==> config.mk <==
export PLATFORM = sky130hd
export DESIGN_NAME = hazard_stall_control
export DESIGN_NICKNAME = d
export VERILOG_FILES = /design/src/rtl/hazard_stall_control.sv
export SDC_FILE = /design/constraint.sdc
export NUM_CORES = 1
export LEC_CHECK = 0
export CAP_MARGIN = 15
export CORE_MARGIN = 2
export CORE_UTILIZATION = 40
export CTS_BUF_LIST = sky130_fd_sc_hd__clkbuf_16
export DETAILED_ROUTE_END_ITERATION = 16
export HOLD_SLACK_MARGIN = 0.06
export PLACE_DENSITY = 0.72
export SLEW_MARGIN = 5
export SYNTH_ARGS = -nofsm -noshare
export SYNTH_HDL_FRONTEND = slang
export SYNTH_SLANG_ARGS = --single-unit
==> constraint.sdc <==
create_clock -name Clk -period 2.6 [get_ports Clk]
set_clock_uncertainty 0.2 [all_clocks]
set_input_delay 0.52 -clock Clk [delete_from_list [all_inputs] [get_ports Clk]]
set_output_delay 0.52 -clock Clk [all_outputs]
set_load 0.05 [all_outputs]
==> src/rtl/hazard_stall_control.sv <==
// -----------------------------------------------------------------------------
// hazard_stall_control
//
// Hazard detection and stall unit for the 5-stage MIPS pipeline. Lives in ID
// beside the forwarding unit and handles the hazards that bypassing cannot
// resolve: load-use, branches compared in ID whose operands are still in
// flight, and reads/reissues of the multi-cycle mult/div unit. A stall holds
// PC and IF/ID and turns the ID/EX entry into a bubble. A saturating counter
// records how many cycles were lost to stalls.
//
// Ports:
//   Clk, Rst                 clock, asynchronous active-low reset
//   Rs_ID, Rt_ID             source register fields of the ID instruction
//   UsesRs_ID, UsesRt_ID     ID instruction actually reads rs / rt
//   Branch_ID                ID instruction is a branch compared in ID
//   MulDivStart_ID           ID instruction is mult/multu/div/divu
//   MfHiLo_ID                ID instruction is mfhi/mflo
//   MemRead_EX, RegWrite_EX  EX instruction is a load / writes a register
//   WriteRegAddress_EX       EX destination register
//   MemRead_MEM              MEM instruction is a load
//   WriteRegAddress_MEM      MEM destination register
//   PCWrite, IFIDWrite       enables, low while stalling
//   IDEXFlush                bubble into ID/EX
//   Stall                    stall asserted this cycle
//   MulDivBusy, MulDivDone   mult/div busy, pulse on its last busy cycle
//   StallCycles              saturating count of stall cycles
// -----------------------------------------------------------------------------
module hazard_stall_control #(
  parameter int MULDIV_LATENCY = 32,
  parameter int CNT_W          = 6,
  parameter int PERF_W         = 16
) (
  input  logic              Clk,
  input  logic              Rst,
  input  logic [4:0]        Rs_ID,
  input  logic [4:0]        Rt_ID,
  input  logic              UsesRs_ID,
  input  logic              UsesRt_ID,
  input  logic              Branch_ID,
  input  logic              MulDivStart_ID,
  input  logic              MfHiLo_ID,
  input  logic              MemRead_EX,
  input  logic              RegWrite_EX,
  input  logic [4:0]        WriteRegAddress_EX,
  input  logic              MemRead_MEM,
  input  logic [4:0]        WriteRegAddress_MEM,
  output logic              PCWrite,
  output logic              IFIDWrite,
  output logic              IDEXFlush,
  output logic              Stall,
  output logic              MulDivBusy,
  output logic              MulDivDone,
  output logic [PERF_W-1:0] StallCycles
);

  typedef enum logic {
    IDLE = 1'b0,
    BUSY = 1'b1
  } md_state_t;

  // Countdown value loaded on issue so that the unit is busy for exactly
  // MULDIV_LATENCY cycles, the last one being the cnt==0 cycle.
  localparam logic [CNT_W-1:0] CNT_LOAD = CNT_W'(MULDIV_LATENCY - 1);

  md_state_t        state;
  md_state_t        next_state;
  logic [CNT_W-1:0] cnt;
  logic [CNT_W-1:0] next_cnt;

  logic rs_match_ex;
  logic rt_match_ex;
  logic rs_match_mem;
  logic rt_match_mem;
  logic load_use;
  logic br_ex;
  logic br_mem;
  logic md_hazard;
  logic raw_stall;
  logic raw_done;

  // Operand matches; $zero is never a real dependency.
  always_comb begin
    rs_match_ex  = UsesRs_ID && (Rs_ID != 5'd0) && (Rs_ID == WriteRegAddress_EX);
    rt_match_ex  = UsesRt_ID && (Rt_ID != 5'd0) && (Rt_ID == WriteRegAddress_EX);
    rs_match_mem = UsesRs_ID && (Rs_ID != 5'd0) && (Rs_ID == WriteRegAddress_MEM);
    rt_match_mem = UsesRt_ID && (Rt_ID != 5'd0) && (Rt_ID == WriteRegAddress_MEM);

    load_use  = MemRead_EX && (rs_match_ex || rt_match_ex);
    br_ex     = Branch_ID && RegWrite_EX && (rs_match_ex || rt_match_ex);
    br_mem    = Branch_ID && MemRead_MEM && (rs_match_mem || rt_match_mem);
    md_hazard = (state == BUSY) && (MulDivStart_ID || MfHiLo_ID);

    raw_stall = load_use || br_ex || br_mem || md_hazard;
  end

  // Mult/div next-state logic. An issue is only accepted when nothing else
  // stalls the ID instruction, otherwise it is simply retried next cycle.
  always_comb begin
    next_state = state;
    next_cnt   = cnt;
    raw_done   = 1'b0;
    case (state)
      IDLE: begin
        if (MulDivStart_ID && !raw_stall) begin
          next_state = BUSY;
          next_cnt   = CNT_LOAD;
        end
      end
      BUSY: begin
        if (cnt == '0) begin
          raw_done   = 1'b1;
          next_state = IDLE;
        end else begin
          next_cnt = cnt - CNT_W'(1);
        end
      end
      default: begin
        next_state = IDLE;
        next_cnt   = '0;
      end
    endcase
  end

  always_ff @(posedge Clk or negedge Rst) begin
    if (!Rst) begin
      state <= IDLE;
      cnt   <= '0;
    end else begin
      state <= next_state;
      cnt   <= next_cnt;
    end
  end

  // Saturating stall counter: holds at all-ones instead of wrapping.
  always_ff @(posedge Clk or negedge Rst) begin
    if (!Rst) begin
      StallCycles <= '0;
    end else if (raw_stall && (StallCycles != '1)) begin
      StallCycles <= StallCycles + PERF_W'(1);
    end
  end

  // While in reset the pipeline is frozen with a bubble in ID/EX, but no
  // stall is reported.
  always_comb begin
    Stall      = Rst && raw_stall;
    PCWrite    = Rst && !raw_stall;
    IFIDWrite  = Rst && !raw_stall;
    IDEXFlush  = !Rst || raw_stall;
    MulDivBusy = Rst && (state == BUSY);
    MulDivDone = Rst && raw_done;
  end

endmodule

==> run_results.csv <==
group,metric,value,unit
power,p_per_area,596,mW/mm^2
timing,fin_ws,-191,ps
run_status,status,"finished, violations left",
routing,drtPass1Iterations,4,
global_routing,antenna_found_initial,0,
clocking,worst_skew_pair.late_latency,250,ps
critical_path,cpPeakStageDelay,550,ps
critical_path,path_class,"primary input to primary output",
global_routing,grt_pass1_vias,1414,
timing,clock.fmax,358,MHz
yosys,syn_nets,187,
critical_path,endpoint,"IFIDWrite",
yosys,synth_edf_count,0,
die,die_h,64.7,um
critical_path,rrSetupSlack,490,ps
finish,area_growth,61.5,%
power,irDropWorstVdd,0.000626,V
run_status,violations,"setup timing",
yosys,synth_area_leader_cell,"dfrtp_1",
critical_path,critPathLaunch,"Rs_ID[3]",
routing,drc,0,
power,p_clk_frac,0.227,
finish,fin_util,0.660,
critical_path,rr_startpoint,"StallCycles[0]$_DFFE_PN0P_",
power,p_int,0.871,mW
routing,drtIter0Drc,45,
yosys,ys_seq_elements,23,
routing,wirelength,4010,um
routing,vias,1432,
die,start_util,0.409,
die,coreArea,0.00361,mm^2
clocking,cts.sinks,23,
die,fp-row-count,22,
timing,slew_viol_final,0,
timing,slew_headroom,0.662,
timing,fin_crit,2790,ps
timing,tightest_slew,506,ps
clocking,hold_buffers,0,
global_routing,overflow,0,
placement,io_buffers,51,
run,maxCapViolCount,0,
die,io_pins,52,
timing,setup-violations-final,4,
timing,final_hold_viol_count,0,
yosys,ys_types,36,
finish,drive_gt1_frac,0.256,
clocking,clockBufferDepth,2,
routing,drt-wirelength-per-cell,14.6,um
yosys,syn_area,0.00147,mm^2
yosys,syn_inst,155,
critical_path,cp.depth,8,
power,p_sw_frac,0.386,
critical_path,crit_chain,"buf_6, or4_4, o21ai_4, nor4_2, o211ai_2, nand3_4, clkinvlp_4, buf_12",
critical_path,worst-r2r-cell-count,6,
routing,antenna_left,0,
timing,fin_hold_ws,273,ps
die,die_w,64.7,um
finish,layout.nets,260,
power,p_leak,0.981,nW
placement,dpl.hpwl,3030,um
clocking,cts_buffers,3,
yosys,ys_seq_area_frac,0.390,
yosys,async_flop_share,1.00,
critical_path,r2r-end,"StallCycles[1]$_DFFE_PN0P_",
critical_path,path_delay_family,"simple AND/OR/NAND/NOR gates",
hold_path,hold_path.class,"primary input to async pin",
power,switchingPower,0.548,mW
clocking,cts_tree,"yes",
critical_path,required,1880,ps
critical_path,cp_slowest_cell,"or4_4",
die,dieArea,0.00419,mm^2
global_routing,grt_use_total,0.198,
yosys,yosysWarnings,0,
yosys,yosys.area.top_type_share,0.390,
yosys,synthTopCellsByArea,"dfrtp_1 39%, xnor2_1 17%, nand3_1 6.1%",
critical_path,crit_path_start_kind,"primary input",
critical_path,critPathMaxFanout,3,
timing,rsz0062_at_grt,"yes",
critical_path,crit_buf_inv,3,
power,seqPwrFrac,0.342,
global_routing,grt_pass1_wl,6540,um
critical_path,arrival,2070,ps
power,power,1.42,mW
power,combPwrFrac,0.431,
placement,placed_area,0.00221,mm^2
clocking,root_buffer,"clkbuf_16",
routing,routed_via_density,5.21,
global_routing,grt_start_max_net_pins,17,
timing,fin_crit_sh,1.07,
clocking,clk_pin_slew,60,ps
timing,fin_tns_setup,-671,ps
finish,final_cell_area,0.00238,mm^2
critical_path,worstSetupEndpointType,"primary output",
yosys,ys.flop_type,"dfrtp_1",
finish,antenna_cells,0,
clocking,cts_htree_levels,1,
placement,gp_congestion,0.789,
yosys,synth.avg_cell_area,9.51,um^2
-- cells in the final DEF (no fill, tap or decap), drive strengths merged, types with 3 or more instances in the layout --
| master | instances |
|---|---|
| and2 | 3 |
| and3 | 7 |
| buf | 34 |
| clkbuf | 4 |
| clkdlybuf4s50 | 23 |
| dfrtp | 23 |
| dlygate4sd2 | 14 |
| inv | 6 |
| nand2 | 6 |
| nand2b | 3 |
| nand3 | 18 |
| nand4 | 6 |
| nor2 | 8 |
| nor3 | 5 |
| nor4 | 5 |
| o21ai | 7 |
| xnor2 | 28 |
| xor2 | 8 |
-- cell families after synthesis --
group,synth area share
compound gates,0.0840
xor+xnor,0.214
fa+ha+maj,0.0170
buf+inv,0.0382
flops,0.390
mux,0.00764
simple gates,0.249
-- what timing repair did --
item | 4_1_cts | 5_1_grt
setup buffers | 1 | 3
endpoints found under the setup margin | 27 | 5
pin swaps | 11 | 6
resized for setup | 57 | 5
-- routing by layer --
layer,vias up,GRT usage,share of wire,wire length [um]
met4,0,0.0479,0.0095,38
met3,4,0.0365,0.069,277
met1,692,0.251,0.43,1720
met5,-,0,0,0
li1,687,-,-,-
met2,49,0.347,0.49,1970
-- worst min path at each step --
stage	slack, ps	startpoint	end	depth (start not counted)
after CTS	280	Rst	cnt[5]$_DFFE_PN0P_	1
after global routing	290	Rst	cnt[5]$_DFFE_PN0P_	1
after detailed placement	290	StallCycles[11]$_DFFE_PN0P_	StallCycles[11]$_DFFE_PN0P_	1
after floorplan	20	Rst	StallCycles[0]$_DFFE_PN0P_	0
after global placement	290	StallCycles[4]$_DFFE_PN0P_	StallCycles[4]$_DFFE_PN0P_	1
final	270	Rst	cnt[5]$_DFFE_PN0P_	1
-- power groups by stage --
| stage | clock network, mW | registers [mW] | logic, mW |
|---|---|---|---|
| 3_3_place_gp | 0 | 0.492 | 0.588 |
| 3_5_place_dp | 0 | 0.492 | 0.598 |
| 5_1_grt | 0.346 | 0.498 | 0.642 |
| 2_1_floorplan | 0 | 0.680 | 0.163 |
| 6_report | 0.322 | 0.485 | 0.612 |
| 4_1_cts | 0.326 | 0.487 | 0.609 |
-- registers in the layout (all words and copies together), names as in the netlist --
name	count
StallCycles	16
cnt	6
state	1
-- metrics by stage --
stage	std cells	setup slack (ps)
floorplan	155	-414
global placement	267	-569
detailed placement	267	-609
CTS	272	-249
global route	275	-257
finish	275	-191
-- final cells by class --
type | count | area (um^2)
repair buffers | 73 | 693
clock buffers | 3 | 75.1
flip-flops and latches | 23 | 576
well taps | 48 | 60.1
clock inverters | 1 | 3.75
multi-input cells | 121 | 946
inverters | 6 | 26.3
fillers | 290 | 1230
-- worst register-to-register path, delay by kind of cell (launching register included) --
family                     cells  cell delay [ps]
muxes                          1              340
adders and majority gates      1              230
DFF                            1              410
and+or+nand+nor                4              820
-- synth_stat cells (3+ instances only) --
cell and number:
and3_1 7, xor2_1 8, nor4_1 5, nor2_1 7, nor3_1 4, nand2_1 5
o21ai_0 4, xnor2_1 28, and2_1 3, nand2b_1 3, dfrtp_1 23, nand4_1 6
nand3_1 18, inv_1 5
(Power assumes the default switching activity.)
